### src/rtl/mem_serial_bridge_if.sv
// mem_serial_bridge_if: request/response ports of the instruction and data clients
// plus the narrow serial link. The bridge uses the slave modport; the client/link
// side uses the master modport.
interface mem_serial_bridge_if #(
  parameter int unsigned ADDR_W = 32,
  parameter int unsigned DATA_W = 32,
  parameter int unsigned LANE_W = 4
);
  localparam int unsigned STRB_W = DATA_W / 8;

  // instruction fetch port
  logic [ADDR_W-1:0] inst_qaddr;
  logic              inst_qvalid;
  logic              inst_qready;
  logic [DATA_W-1:0] inst_pdata;
  logic              inst_pvalid;
  logic              inst_pready;

  // data load/store port
  logic [ADDR_W-1:0] data_qaddr;
  logic              data_qwrite;
  logic [DATA_W-1:0] data_qdata;
  logic [STRB_W-1:0] data_qstrb;
  logic              data_qvalid;
  logic              data_qready;
  logic [DATA_W-1:0] data_pdata;
  logic              data_perror;
  logic              data_pvalid;
  logic              data_pready;

  // serial link
  logic [LANE_W-1:0] link_out;
  logic              link_out_valid;
  logic              link_out_ready;
  logic [LANE_W-1:0] link_in;
  logic              link_in_valid;

  modport slave (
    input  inst_qaddr, inst_qvalid, inst_pready,
    output inst_qready, inst_pdata, inst_pvalid,
    input  data_qaddr, data_qwrite, data_qdata, data_qstrb, data_qvalid, data_pready,
    output data_qready, data_pdata, data_perror, data_pvalid,
    output link_out, link_out_valid,
    input  link_out_ready, link_in, link_in_valid
  );

  modport master (
    output inst_qaddr, inst_qvalid, inst_pready,
    input  inst_qready, inst_pdata, inst_pvalid,
    output data_qaddr, data_qwrite, data_qdata, data_qstrb, data_qvalid, data_pready,
    input  data_qready, data_pdata, data_perror, data_pvalid,
    input  link_out, link_out_valid,
    output link_out_ready, link_in, link_in_valid
  );
endinterface

### src/rtl/mem_serial_bridge.sv
// mem_serial_bridge: arbitrates an instruction and a data port onto a narrow
// serial link, one transaction outstanding at a time. Outbound frame is
// header, address, then strobe and write data for stores; the reply is either
// the read word or a one-beat write acknowledge.
// Optional response timeout: define MEM_SERIAL_BRIDGE_TIMEOUT_EN.
module mem_serial_bridge #(
  parameter int unsigned ADDR_W         = 32,
  parameter int unsigned DATA_W         = 32,
  parameter int unsigned LANE_W         = 4,
  parameter int unsigned TIMEOUT_CYCLES = 255
) (
  input  logic               clk,
  input  logic               rst_n,
  mem_serial_bridge_if.slave bus
);

  localparam int unsigned STRB_W     = DATA_W / 8;
  localparam int unsigned ADDR_BEATS = ADDR_W / LANE_W;
  localparam int unsigned STRB_BEATS = (STRB_W + LANE_W - 1) / LANE_W;
  localparam int unsigned DATA_BEATS = DATA_W / LANE_W;
  localparam int unsigned MAX_AD     = (ADDR_BEATS > DATA_BEATS) ? ADDR_BEATS : DATA_BEATS;
  localparam int unsigned MAX_BEATS  = (MAX_AD > STRB_BEATS) ? MAX_AD : STRB_BEATS;
  localparam int unsigned CNT_W      = (MAX_BEATS > 1) ? $clog2(MAX_BEATS) : 1;
  localparam int unsigned SH_W       = (ADDR_W > DATA_W) ? ADDR_W : DATA_W;

  // Reject parameter sets the link format cannot represent.
  if (!(LANE_W == 2 || LANE_W == 4 || LANE_W == 8) || (ADDR_W % LANE_W) != 0 ||
      (DATA_W % LANE_W) != 0 || (DATA_W % 8) != 0 || TIMEOUT_CYCLES == 0) begin : g_bad_cfg
    $error("mem_serial_bridge: illegal parameter combination");
  end

  typedef enum logic [2:0] {
    IDLE, HDR, ADDR, STRB, WDATA, RESP, DELIVER
  } state_e;

  state_e            state_q, state_d;
  logic [CNT_W-1:0]  cnt_q, cnt_d;
  logic              rr_q, rr_d;
  logic [ADDR_W-1:0] addr_q, addr_d;
  logic [DATA_W-1:0] wdata_q, wdata_d;
  logic [STRB_W-1:0] strb_q, strb_d;
  logic              write_q, write_d;
  logic              port_q, port_d;
  logic [SH_W-1:0]   shift_q, shift_d;
  logic              link_out_valid_q, link_out_valid_d;
  logic [DATA_W-1:0] rdata_q, rdata_d;
  logic              inst_pvalid_q, inst_pvalid_d;
  logic              data_pvalid_q, data_pvalid_d;
  logic              perror_q, perror_d;

`ifdef MEM_SERIAL_BRIDGE_TIMEOUT_EN
  localparam int unsigned TMO_W = $clog2(TIMEOUT_CYCLES + 1);
  logic [TMO_W-1:0] tmo_q, tmo_d;
`endif

  logic idle_c;
  logic pick_data_c;
  logic accept_c;
  logic acc_write_c;
  logic beat_fire_c;

  // Round-robin grant: data wins only when inst is idle or it is data's turn.
  assign idle_c          = (state_q == IDLE) && rst_n;
  assign pick_data_c     = bus.data_qvalid && (!bus.inst_qvalid || rr_q);
  assign accept_c        = idle_c && (bus.inst_qvalid || bus.data_qvalid);
  assign acc_write_c     = pick_data_c && bus.data_qwrite;
  assign beat_fire_c     = link_out_valid_q && bus.link_out_ready;
  assign bus.inst_qready = idle_c && !pick_data_c;
  assign bus.data_qready = idle_c && pick_data_c;

  assign bus.link_out       = shift_q[LANE_W-1:0];
  assign bus.link_out_valid = link_out_valid_q;
  assign bus.inst_pdata     = rdata_q;
  assign bus.inst_pvalid    = inst_pvalid_q;
  assign bus.data_pdata     = rdata_q;
  assign bus.data_pvalid    = data_pvalid_q;
  assign bus.data_perror    = perror_q;

  // State and datapath registers.
  always_ff @(posedge clk or negedge rst_n) begin
    if (!rst_n) begin
      state_q          <= IDLE;
      cnt_q            <= '0;
      rr_q             <= 1'b0;
      addr_q           <= '0;
      wdata_q          <= '0;
      strb_q           <= '0;
      write_q          <= 1'b0;
      port_q           <= 1'b0;
      shift_q          <= '0;
      link_out_valid_q <= 1'b0;
      rdata_q          <= '0;
      inst_pvalid_q    <= 1'b0;
      data_pvalid_q    <= 1'b0;
      perror_q         <= 1'b0;
`ifdef MEM_SERIAL_BRIDGE_TIMEOUT_EN
      tmo_q            <= '0;
`endif
    end else begin
      state_q          <= state_d;
      cnt_q            <= cnt_d;
      rr_q             <= rr_d;
      addr_q           <= addr_d;
      wdata_q          <= wdata_d;
      strb_q           <= strb_d;
      write_q          <= write_d;
      port_q           <= port_d;
      shift_q          <= shift_d;
      link_out_valid_q <= link_out_valid_d;
      rdata_q          <= rdata_d;
      inst_pvalid_q    <= inst_pvalid_d;
      data_pvalid_q    <= data_pvalid_d;
      perror_q         <= perror_d;
`ifdef MEM_SERIAL_BRIDGE_TIMEOUT_EN
      tmo_q            <= tmo_d;
`endif
    end
  end

  // Next-state, frame serialisation and response collection.
  always_comb begin
    state_d  = state_q;
    cnt_d    = cnt_q;
    rr_d     = rr_q;
    addr_d   = addr_q;
    wdata_d  = wdata_q;
    strb_d   = strb_q;
    write_d  = write_q;
    port_d   = port_q;
    shift_d  = shift_q;
    rdata_d  = rdata_q;
    perror_d = perror_q;
`ifdef MEM_SERIAL_BRIDGE_TIMEOUT_EN
    tmo_d    = tmo_q;
`endif

    unique case (state_q)
      IDLE: begin
        if (accept_c) begin
          port_d   = pick_data_c;
          write_d  = acc_write_c;
          addr_d   = pick_data_c ? bus.data_qaddr : bus.inst_qaddr;
          wdata_d  = bus.data_qdata;
          strb_d   = bus.data_qstrb;
          rr_d     = !pick_data_c;
          perror_d = 1'b0;
          shift_d  = SH_W'({pick_data_c, acc_write_c});
          state_d  = HDR;
        end
      end
      HDR: begin
        if (beat_fire_c) begin
          shift_d = SH_W'(addr_q);
          state_d = ADDR;
        end
      end
      ADDR: begin
        if (beat_fire_c) begin
          if (cnt_q == CNT_W'(ADDR_BEATS - 1)) begin
            if (write_q) begin
              shift_d = SH_W'(strb_q);
              state_d = STRB;
            end else begin
              state_d = RESP;
            end
          end else begin
            cnt_d   = cnt_q + CNT_W'(1);
            shift_d = shift_q >> LANE_W;
          end
        end
      end
      STRB: begin
        if (beat_fire_c) begin
          if (cnt_q == CNT_W'(STRB_BEATS - 1)) begin
            shift_d = SH_W'(wdata_q);
            state_d = WDATA;
          end else begin
            cnt_d   = cnt_q + CNT_W'(1);
            shift_d = shift_q >> LANE_W;
          end
        end
      end
      WDATA: begin
        if (beat_fire_c) begin
          if (cnt_q == CNT_W'(DATA_BEATS - 1)) begin
            state_d = RESP;
          end else begin
            cnt_d   = cnt_q + CNT_W'(1);
            shift_d = shift_q >> LANE_W;
          end
        end
      end
      RESP: begin
        if (bus.link_in_valid) begin
          if (write_q) begin
            perror_d = bus.link_in[0];
            rdata_d  = '0;
            state_d  = DELIVER;
          end else begin
            rdata_d = DATA_W'({bus.link_in, rdata_q} >> LANE_W);
            cnt_d   = cnt_q + CNT_W'(1);
            if (cnt_q == CNT_W'(DATA_BEATS - 1)) begin
              state_d = DELIVER;
            end
          end
        end
`ifdef MEM_SERIAL_BRIDGE_TIMEOUT_EN
        if (bus.link_in_valid) begin
          tmo_d = '0;
        end else if (tmo_q == TMO_W'(TIMEOUT_CYCLES - 1)) begin
          rdata_d  = '0;
          perror_d = port_q;
          state_d  = DELIVER;
        end else begin
          tmo_d = tmo_q + TMO_W'(1);
        end
`endif
      end
      DELIVER: begin
        if ((port_q && bus.data_pready) || (!port_q && bus.inst_pready)) begin
          state_d = IDLE;
        end
      end
      default: state_d = IDLE;
    endcase

    // Every state starts with a fresh beat count; the reply word starts clear.
    if (state_d != state_q) begin
      cnt_d = '0;
    end
    if (state_d == RESP && state_q != RESP) begin
      rdata_d = '0;
`ifdef MEM_SERIAL_BRIDGE_TIMEOUT_EN
      tmo_d   = '0;
`endif
    end

    link_out_valid_d = (state_d == HDR) || (state_d == ADDR) ||
                       (state_d == STRB) || (state_d == WDATA);
    inst_pvalid_d    = (state_d == DELIVER) && !port_d;
    data_pvalid_d    = (state_d == DELIVER) && port_d;
  end

endmodule

### src/flat_wrapper.sv
// flat-port wrapper written by rule: the top's interface ports become plain ports
module mem_serial_bridge_flat 
#(
  parameter int unsigned ADDR_W         = 32,
  parameter int unsigned DATA_W         = 32,
  parameter int unsigned LANE_W         = 4,
  parameter int unsigned TIMEOUT_CYCLES = 255
)
  (clk, rst_n, bus_inst_qaddr, bus_inst_qvalid, bus_inst_pready, bus_inst_qready, bus_inst_pdata, bus_inst_pvalid, bus_data_qaddr, bus_data_qwrite, bus_data_qdata, bus_data_qstrb, bus_data_qvalid, bus_data_pready, bus_data_qready, bus_data_pdata, bus_data_perror, bus_data_pvalid, bus_link_out, bus_link_out_valid, bus_link_out_ready, bus_link_in, bus_link_in_valid);
  mem_serial_bridge_if #(.ADDR_W(ADDR_W), .DATA_W(DATA_W), .LANE_W(LANE_W)) bus_i ();
  input  logic clk;
  input  logic rst_n;
  input wire logic [$bits(bus_i.inst_qaddr)-1:0] bus_inst_qaddr;
  input wire logic [$bits(bus_i.inst_qvalid)-1:0] bus_inst_qvalid;
  input wire logic [$bits(bus_i.inst_pready)-1:0] bus_inst_pready;
  output wire logic [$bits(bus_i.inst_qready)-1:0] bus_inst_qready;
  output wire logic [$bits(bus_i.inst_pdata)-1:0] bus_inst_pdata;
  output wire logic [$bits(bus_i.inst_pvalid)-1:0] bus_inst_pvalid;
  input wire logic [$bits(bus_i.data_qaddr)-1:0] bus_data_qaddr;
  input wire logic [$bits(bus_i.data_qwrite)-1:0] bus_data_qwrite;
  input wire logic [$bits(bus_i.data_qdata)-1:0] bus_data_qdata;
  input wire logic [$bits(bus_i.data_qstrb)-1:0] bus_data_qstrb;
  input wire logic [$bits(bus_i.data_qvalid)-1:0] bus_data_qvalid;
  input wire logic [$bits(bus_i.data_pready)-1:0] bus_data_pready;
  output wire logic [$bits(bus_i.data_qready)-1:0] bus_data_qready;
  output wire logic [$bits(bus_i.data_pdata)-1:0] bus_data_pdata;
  output wire logic [$bits(bus_i.data_perror)-1:0] bus_data_perror;
  output wire logic [$bits(bus_i.data_pvalid)-1:0] bus_data_pvalid;
  output wire logic [$bits(bus_i.link_out)-1:0] bus_link_out;
  output wire logic [$bits(bus_i.link_out_valid)-1:0] bus_link_out_valid;
  input wire logic [$bits(bus_i.link_out_ready)-1:0] bus_link_out_ready;
  input wire logic [$bits(bus_i.link_in)-1:0] bus_link_in;
  input wire logic [$bits(bus_i.link_in_valid)-1:0] bus_link_in_valid;
  assign bus_i.inst_qaddr = bus_inst_qaddr;
  assign bus_i.inst_qvalid = bus_inst_qvalid;
  assign bus_i.inst_pready = bus_inst_pready;
  assign bus_inst_qready = bus_i.inst_qready;
  assign bus_inst_pdata = bus_i.inst_pdata;
  assign bus_inst_pvalid = bus_i.inst_pvalid;
  assign bus_i.data_qaddr = bus_data_qaddr;
  assign bus_i.data_qwrite = bus_data_qwrite;
  assign bus_i.data_qdata = bus_data_qdata;
  assign bus_i.data_qstrb = bus_data_qstrb;
  assign bus_i.data_qvalid = bus_data_qvalid;
  assign bus_i.data_pready = bus_data_pready;
  assign bus_data_qready = bus_i.data_qready;
  assign bus_data_pdata = bus_i.data_pdata;
  assign bus_data_perror = bus_i.data_perror;
  assign bus_data_pvalid = bus_i.data_pvalid;
  assign bus_link_out = bus_i.link_out;
  assign bus_link_out_valid = bus_i.link_out_valid;
  assign bus_i.link_out_ready = bus_link_out_ready;
  assign bus_i.link_in = bus_link_in;
  assign bus_i.link_in_valid = bus_link_in_valid;
  mem_serial_bridge #(.ADDR_W(ADDR_W), .DATA_W(DATA_W), .LANE_W(LANE_W), .TIMEOUT_CYCLES(TIMEOUT_CYCLES)) u_core (.clk(clk), .rst_n(rst_n), .bus(bus_i));
endmodule
### config.mk
export PLATFORM = sky130hd
export DESIGN_NAME = mem_serial_bridge_flat
export DESIGN_NICKNAME = d
export VERILOG_FILES = /design/src/rtl/mem_serial_bridge_if.sv /design/src/rtl/mem_serial_bridge.sv /design/src/flat_wrapper.sv
export SDC_FILE = /design/constraint.sdc
export NUM_CORES = 1
export LEC_CHECK = 0
export CAP_MARGIN = 40
export CORE_ASPECT_RATIO = 1.4
export CORE_UTILIZATION = 40
export DETAILED_ROUTE_END_ITERATION = 12
export PLACE_DENSITY = 0.68
export SYNTH_ARGS = -nofsm -noshare
export SYNTH_HDL_FRONTEND = slang
export SYNTH_SLANG_ARGS = --single-unit
### constraint.sdc
create_clock -name clk -period 3.1 [get_ports clk]
set_clock_uncertainty 0.1 [all_clocks]
set_input_delay 0.465 -clock clk [delete_from_list [all_inputs] [get_ports clk]]
set_output_delay 0.465 -clock clk [all_outputs]
set_load 0.05 [all_outputs]
==> Yosys cells after proc, flatten, opt, wreduce, memory -nomap -nowiden <==
Index checks and enable logic that the tools add are counted.
{ "totals": {"inputBits": 113, "out_inout_bits": 74, "elab_cells": 123, "regBits": 145} }
{ "op_classes": {"n_reduce_logical": 35, "n_addsub": 1, "mux": 43, "eq_ne": 30} }
{ "op_table": {"columns": ["cell", "n"], "rows": [
  ["$mux 32", 14],
  ["$pmux 32 s5", 1],
  ["$mux 3", 20],
  ["$eq 3x3->1 const B", 7],
  ["$pmux 3 s7", 1],
  ["$eq 3x2->1 const B", 4],
  ["$logic_and 1x1->1", 12],
  ["$ne 2x1->1 const B", 6],
  ["$ne 3x3->1 const B", 4],
  ["$pmux 3 s3", 1],
  ["$reduce_and 8->1", 1],
  ["$reduce_and 7->1", 1],
  ["$eq 3x1->1 const B", 2],
  ["$logic_not 3->1", 2],
  ["$logic_or 1x1->1", 6],
  ["$ne 3x1->1 const B", 2],
  ["$ne 3x2->1 const B", 2],
  ["$reduce_bool 2->1", 3],
  ["$mux 1", 5],
  ["$reduce_bool 5->1", 1],
  ["$logic_not 1->1", 4],
  ["$ne 2x2->1 const B", 2],
  ["$reduce_and 2->1", 2],
  ["$reduce_and 4->1", 1],
  ["other kinds (5)", 5]
]} }

==> Logic depth before layout (Yosys ltp) <==
{ "depth": {"depth_word": 9, "mapped_depth": 9} }

==> Worst setup path after synthesis <==
OpenSTA, ideal clock, no wires.
{ "synth_path": {"path_kind": "input -> output", "from": "input bus_data_qvalid", "to": "output bus_inst_qready", "path_buffers": 2, "path_stages": 4, "arrival_time_ps": 1716, "setup_slack_ps": 819, "cell_sequence": "a21boi_0 buf_2 buf_1 nor2_1"} }
{ "synth_via": {"elab_chain_len": 3} }
{ "synth_lines": {"columns": ["item", "line", "text"], "rows": [
  ["from (decl)", "flat_wrapper.sv:23", "input wire logic [$bits(bus_i.data_qvalid)-1:0] bus_data_qvalid;"],
  ["$logic_and 1x1->1", "mem_serial_bridge.sv:64", "assign pick_data_c = bus.data_qvalid && (!bus.inst_qvalid || rr_q);"],
  ["$logic_not 1->1", "mem_serial_bridge.sv:68", "assign bus.inst_qready = idle_c && !pick_data_c;"],
  ["$logic_and 1x1->1", "mem_serial_bridge.sv:68", null],
  ["to (decl)", "flat_wrapper.sv:16", "output wire logic [$bits(bus_i.inst_qready)-1:0] bus_inst_qready;"]
]} }
Every way passes these cells.

==> Final worst setup path <==
{ "layout_path": {"from": "input rst_n", "to": "output bus_data_qready"} }
{ "layout_via": {"elab_chain_len": 2} }
{ "layout_lines": {"columns": ["item", "line", "text"], "rows": [
  ["from (decl)", "flat_wrapper.sv:12", "input logic rst_n;"],
  ["$logic_and 1x1->1", "mem_serial_bridge.sv:63", "assign idle_c = (state_q == IDLE) && rst_n;"],
  ["$logic_and 1x1->1", "mem_serial_bridge.sv:69", "assign bus.data_qready = idle_c && pick_data_c;"],
  ["to (decl)", "flat_wrapper.sv:25", "output wire logic [$bits(bus_i.data_qready)-1:0] bus_data_qready;"]
]} }
Every way passes these cells.

==> results by group <==
Logic synthesis
  – Yosys top cell area share: between 50% and 60%
  – Synth Net Count: approximately 860
  – Syn_area_per_cell: 9.48 sq um
  – Post-synth EDFFs: 0
  – Unique masters post-synth: 53
  – Top_reg_cell synth: dfrtp_1
  – Mapped Cells: ~740
  – Dominant cell type by area after synthesis: dfrtp_1
  – Post-Syn Area: ~7000 sq um
  – Area contributors post-synth: dfrtp_1 52%, nand2_1 9.5%, mux2i_1 5.1%, buf_4 4.0%, a222oi_1 3.7%
  – Synth warn: 0
  – Async SR Flop Fraction: 100%
  – Sequential fraction of the synthesis area: between 50% and 60%
  – Yosys reg bits: 145

Timing
  – # setup viols final: 0
  – Final hold vios: 0
  – Final Max Tran Viols: 0
  – Tcrit/Tclk final: 90.2%
  – Final TNS setup: 0 ns
  – Worst Max-Slew Pin Slew: 0.572 ns
  – Setup repair after global routing missed its margin: false
  – Hold WS: about 0.38 ns
  – Fmax achieved: 0.358 GHz
  – Worst rel slew slack: a little over 60%
  – Final min period: approximately 2.8 ns

Clock network
  – Setup repair bufs after CTS: 0
  – Clk Tree Root Cell: clkbuf_16
  – CTS sink cnt: 145
  – Post-CTS sizing: 0
  – Max clock buf depth: 2
  – CTS tree: yes
  – Worst skew pair latency: 0.42 ns
  – H-tree depth: 4
  – Total CTS buffers: 17
  – Clock Pin Slew Worst Setup and Hold Paths: roughly 0.06 ns

Route
  – Average routed wire per standard cell: 15.2 um
  – Met1 wire length: 7290 um
  – Residual DRC: 0
  – Via count of the routed design: about 5700
  – Drt first-iter violations: 493
  – Top Layer Used: met4
  – Met2 wire length: a little under 9000 um
  – Post-Route WL: roughly 17000 um
  – Final antenna-violating net count: 0
  – Met3 routed WL: 805 um
  – DR pass1 iterations: 6
  – Vias/cell: 5.13

Placement
  – Final HPWL DP: about 12000 um
  – IO Port Bufs: approximately 190
  – Cell Area, Placed: roughly 8900 sq um
  – Gpl congestion: about 0.8

Floorplanning
  – Ports: roughly 190
  – Starting Density: 40.7%
  – Core area: roughly 17000 sq um
  – Die Area: 18100 sq um
  – FP Rows: 57
  – Chip Width: 114 um
  – Die height: roughly 160 um

Setup path
  – Largest fanout on the critical path: 4
  – Crit. End Element: output port
  – Crit path launch type: input pin
  – Critical Path RT: between 2 and 3 ns
  – Worst EP arrival: 2.23 ns
  – Setup CP Type: input pin to output port

Power and ir drop
  – P_sw: about 3100 uW
  – Portion of total power attributed to sequential cells: between 30 and 40%
  – Peak VDD IR: just under 0.0004 V
  – Sw Ratio: 38.6%
  – P_leak: around 0.0042 uW
  – Comb power frac: a little over a third
  – Power density over the cells: about 840 nW/um^2
  – Clock share of power: a little over a quarter
  – P_int: approximately 4900 uW

Global routing
  – Initial antenna violation count: 0
  – Vias in the first global route: approximately 5600
  – GRT Total Usage: approximately a fifth
  – Largest net degree at the start of global routing: between 100 and 150
  – First-pass GRT wire length: 28000 um
  – GR Overflow Total: 0

Cells and area
  – Antenna cells: 0
  – Post-route cell area: 9510 sq um
  – # nets final: ~1000
  – Layout area overhead: 35.4%
  – Layout cells sized above 1: around 7.6%

Run status
  – Status: finished clean

Hold path
  – Hold Path Class: flop to flop

Flow run
  – Maxcap violations: 0
power by group through the flow:
stage	clock [uW]	combinational [uW]	sequential, uW
after global placement	0	2830	3020
after global routing	2210	3200	3080
after detailed placement	0	2910	3030
after floorplan	0	2070	2960
after CTS	2140	2920	3010
final	2110	2900	3010
state kept, by name (all words and copies together) (netlist names):
name                       flops
u_core.write_q                 1
u_core.addr_q                 32
u_core.rr_q                    1
u_core.cnt_q                   3
u_core.bus.data_pdata         32
u_core.shift_q                32
u_core.wdata_q                32
u_core.bus.data_pvalid         1
u_core.bus.link_out_valid      1
u_core.state_q                 3
u_core.port_q                  1
u_core.bus.data_perror         1
u_core.bus.inst_pvalid         1
u_core.strb_q                  4
per-layer routing:
metal  GRT usage [%]  vias to the layer above
met1            25.5                     2730
met4            6.38                        0
met3            2.86                       21
met2            32.9                      214
met5               0                        -
li1                -                     2782
worst paths after layout:
path	cells after the start	from	to	slack, ns
worst max register to register	8	u_core.cnt_q[0]	u_core.bus.data_pdata[17]	0.56
worst min-delay path	2	u_core.wdata_q[19]	u_core.wdata_q[19]	0.38
worst max-delay path	6	rst_n	bus_data_qready	0.30
worst min register to register	2	u_core.wdata_q[19]	u_core.wdata_q[19]	0.38
max in group asynchronous	6	rst_n	u_core.shift_q[7]	1.28
min in group asynchronous	3	rst_n	u_core.bus.data_pdata[21]	0.48
logic make-up (layout without fill, tap and decap cells):
kind of cell | count (synthesis) | count (layout) | synth area share (%)
buffers and inverters | 102 | 246 | 8.47
and+or+nand+nor | 285 | 285 | 18.5
adders and majority gates | 4 | 4 | 0.712
muxes | 37 | 37 | 5.29
xor gates and xnor gates | 4 | 4 | 0.498
DFF | 145 | 145 | 51.6
AOI/OAI and AO/OA | 164 | 164 | 14.9
area by class of cell:
cell class / count / area (sq um)
fillers: 1608 / 7740
clock buffers: 18 / 439
flip-flops and latches: 145 / 3630
clock inverters: 14 / 168
well taps: 236 / 295
multi-input cells: 494 / 2840
repair buffers: 205 / 2110
inverters: 9 / 33.8
metrics by stage:
step | util (%) | power, uW | instances | worst slack [ns]
floorplan | - | 5030 | 741 | 0.819
global placement | 51.1 | 5850 | 1085 | 0.612
detailed placement | 51.6 | 5940 | 1088 | 0.549
CTS | 55.1 | 8060 | 1121 | 0.277
global route | 55.1 | 8480 | 1121 | 0.239
finish | 55.1 | 8020 | 1121 | 0.303
synth_stat cells (2+ instances only):
master / n
dfrtp_1: 145
clkbuf_1: 25
nand4b_1: 2
nand2_1: 178
nor2b_1: 3
a221oi_1: 2
buf_4: 37
o21ai_0: 50
nand3_1: 3
buf_2: 17
a21boi_0: 2
mux2i_1: 36
nand2b_1: 4
ha_1: 4
buf_6: 7
nor3b_1: 33
a21o_1: 2
xnor2_1: 4
and3b_1: 2
a21oi_1: 39
o21bai_1: 2
inv_1: 9
o21ai_1: 22
nor2_1: 47
a222oi_1: 26
a22oi_1: 6
o31a_1: 2
buf_1: 7
critical path, cell delays in order:
cell,delay (ns)
dlygate4sd3_1,0.56
buf_6,0.12
or4b_4,0.51
nor2_4,0.11
and2_1,0.27
buf_12,0.18
repair_timing:
action / 4_1_cts / 5_1_grt
hold buffers: 1 / 0
hold endpoints to repair: 8 / 0
endpoints found under the setup margin: 0 / 0
cell usage in the layout (no fill, tap or decap), types with 3 or more instances in the layout:
| master | count |
|---|---|
| nor2_1 | 45 |
| o21ai_0 | 50 |
| clkbuf_16 | 17 |
| nand2_1 | 178 |
| clkdlybuf4s50_1 | 183 |
| a22oi_1 | 6 |
| a222oi_1 | 26 |
| mux2i_1 | 36 |
| inv_1 | 9 |
| a21oi_1 | 39 |
| xnor2_1 | 4 |
| buf_4 | 12 |
| nor3b_1 | 32 |
| inv_6 | 6 |
| ha_1 | 4 |
| dfrtp_1 | 145 |
| nor2b_1 | 3 |
| o21ai_1 | 21 |
| buf_12 | 5 |
| nand2b_1 | 4 |
| nand3_1 | 3 |
Power figures use the tool's default switching activity.
==> patch, RTL diff (same settings) <==
Make the reset (`rst_n`) synchronous in one clocked block.
--- a/src/rtl/mem_serial_bridge.sv
+++ b/src/rtl/mem_serial_bridge.sv
@@ -79,3 +79,3 @@
   // State and datapath registers.
-  always_ff @(posedge clk or negedge rst_n) begin
+  always_ff @(posedge clk) begin
     if (!rst_n) begin
Check against the original RTL: differs if rst_n is asserted again (counterexample within 4 cycles, from zero or initial values and one cycle with rst_n low); with rst_n held inactive, the same outputs for 4 cycles.
==> patch against the original RTL <==
Maximum frequency up 3.1%; final area down 9.1%; critical endpoint unchanged; global-route usage up 2.6 points; setup slack better by 0.084 ns; routed wire length up 4.4%; count of clock-buffer cells in the layout up 1; area after synthesis down 11%; sequential cell count unchanged.
Power is not compared: it rests on default switching activity, and its combinational part moved more than twofold at a synthesized area within 25%.
==> patch: results (changes against the original RTL) <==
| Metric | Value |
|---|---|
| Leakage | 3.20 nW |
| TritonRoute pass-1 iters | 9 (+3) |
| Worst-path fanout max | 22 (+18) |
| Routed wl met3 | 1.03 mm (+27%) |
| Clock slew at reported path FFs | 0.06 ns (about the same) |
| GP Congestion | 0.937 (+16%) |
| Netlist cell types | 52 (-1.9%) |
| R2R Setup Slk | 0.54 ns (-0.02 ns) |
| Post-synth ARST share | 0% (-100 points) |
| Initial DRC count | 579 (+17%) |
| Metal-1 WL | 6.98 mm (-4.3%) |
| WL met2 | 9.27 mm (+6.7%) |
| Uppermost layer routed | met4 |
| Most used DFF post-synth | dfxtp_1 |
| Clock Tree Root | clkbuf_16 |
| Vias in the first global route | 5742 (+2.9%) |
| Slew HR | 54.3% (-7.5 points) |
| Vias | 5998 (+4.4%) |
| Critical Path AT | 2.15 ns (-0.08 ns) |
| GRT Util Overall | 22.1% (+2.6 points) |
| Placement Cell Area | 8030 um2 (-9.7%) |
| Status | finished clean |
| HP Class | reg2reg |
| DPL Wire Length | 12.5 mm (+7.7%) |
| Avg Inst Size Synth | 8.82 um2 (-7.0%) |
| PortBufs | 186 (unchanged) |
| Final std cells w/o fill | 1045 (-6.8%) |
| H-Tree Depth | 4 (unchanged) |
| Initial antenna violation count | 0 (unchanged) |
| Share of cells above drive strength 1 | 7.85% (+0.28 points) |
| Ys Warns | 0 (unchanged) |
| Commonest cells in the netlist | dfxtp_1, nand2_1, nor2_1, a222oi_1, a21oi_1 |
| Top cells by area, synth | dfxtp_1, a222oi_1, nand2_1, nor2_1, buf_4 |
| Largest net degree at the start of global routing | 65 (-38%) |
| Fill cells | 1410 (-12%) |
| Later-pin clock latency in the skew report | 0.42 ns (about the same) |
| Post-CTS setup buffer count | 0 (unchanged) |
| Post-CTS Resized | 0 (unchanged) |
| Cts bufs inserted | 17 (unchanged) |
| VDD IR-drop max | 0.345 mV |
| Placed Cells | 1013 (-6.9%) |
| MaxCap Viol Count | 0 (unchanged) |
| Wire per inst | 17.0 um (+12%) |
| Final nets | 957 (-3.2%) |
| Minimum clock period | 2.71 ns (-0.0841 ns) |
| N_diodes | 0 (unchanged) |
| First-pass GRT wire length | 27.9 mm (-0.49%) |
| Sequential-to-total area share from yosys stat | 46.3% (-5.3 points) |
| Place WS | 0.286 ns (-0.263 ns) |
| Clock buffer depth | 2 (unchanged) |
| Syn_nets | 828 (-3.5%) |
[patch: cell types whose count changed after synthesis, moves of 5 or more]
cell       delta
o21ai_0      -34
dfxtp_1     +145
nor2b_1       +5
a222oi_1     +32
clkbuf_1      +7
o2bb2ai_1    +22
nor2_1       +40
o21ai_1      -21
a21oi_1       +7
mux2i_1      -33
nand2_1      -90
nand3_1      +36
dfrtp_1     -145
[patch: cells by family after synthesis]
logic type                 synth area share [%]
AOI/OAI and AO/OA                          21.6
adders and majority gates                 0.798
and+or+nand+nor                            21.0
buffers and inverters                      9.40
xor gates and xnor gates                  0.279
DFF                                        46.3
muxes                                     0.659
[patch: per-stage QoR]
step	hold slack (ns)	power, mW	util [%]
3_5_place_dp	0.345	2.68	52.9
3_3_place_gp	0.342	2.67	52.7
4_1_cts	0.355	4.79	56.9
5_1_grt	0.367	4.94	56.9
6_report	0.354	4.77	56.9
2_1_floorplan	0.332	2.41	-
[patch: path summary, 6_finish.rpt]
path | start | endpoint | depth (start not counted)
worst max-delay path | u_core.state_q[0] | bus_data_qready | 4
worst min-delay path | u_core.wdata_q[18] | u_core.wdata_q[18] | 2
worst max register to register | u_core.state_q[2] | u_core.shift_q[15] | 6
worst min register to register | u_core.wdata_q[18] | u_core.wdata_q[18] | 2
[patch: final cells by class]
class | instances | area share, %
clock buffers | 19 | 5.12
well taps | 192 | 2.78
inverters | 7 | 0.304
multi-input cells | 463 | 32.5
flip-flops and latches | 145 | 33.6
repair buffers | 206 | 23.8
clock inverters | 13 | 1.98
[patch: critical path, cell delays in order, from the launching register on]
cell and delay (ns):
dfxtp_1 0.53, or4b_1 0.62, buf_4 0.19, nor2_2 0.22
buf_12 0.18
[patch: report_power, final]
part	switching [mW]	internal, mW	leakage [nW]
combinational	0.320	0.285	1.73
sequential	0.0749	1.97	1.18
clock	0.814	1.30	0.289
[patch: routing by layer]
| metal | vias to the layer above | GRT usage [%] |
|---|---|---|
| met5 | - | 0 |
| met4 | 0 | 9.79 |
| met3 | 44 | 4.50 |
| met2 | 283 | 40.0 |
| met1 | 2832 | 24.6 |
| li1 | 2839 | - |
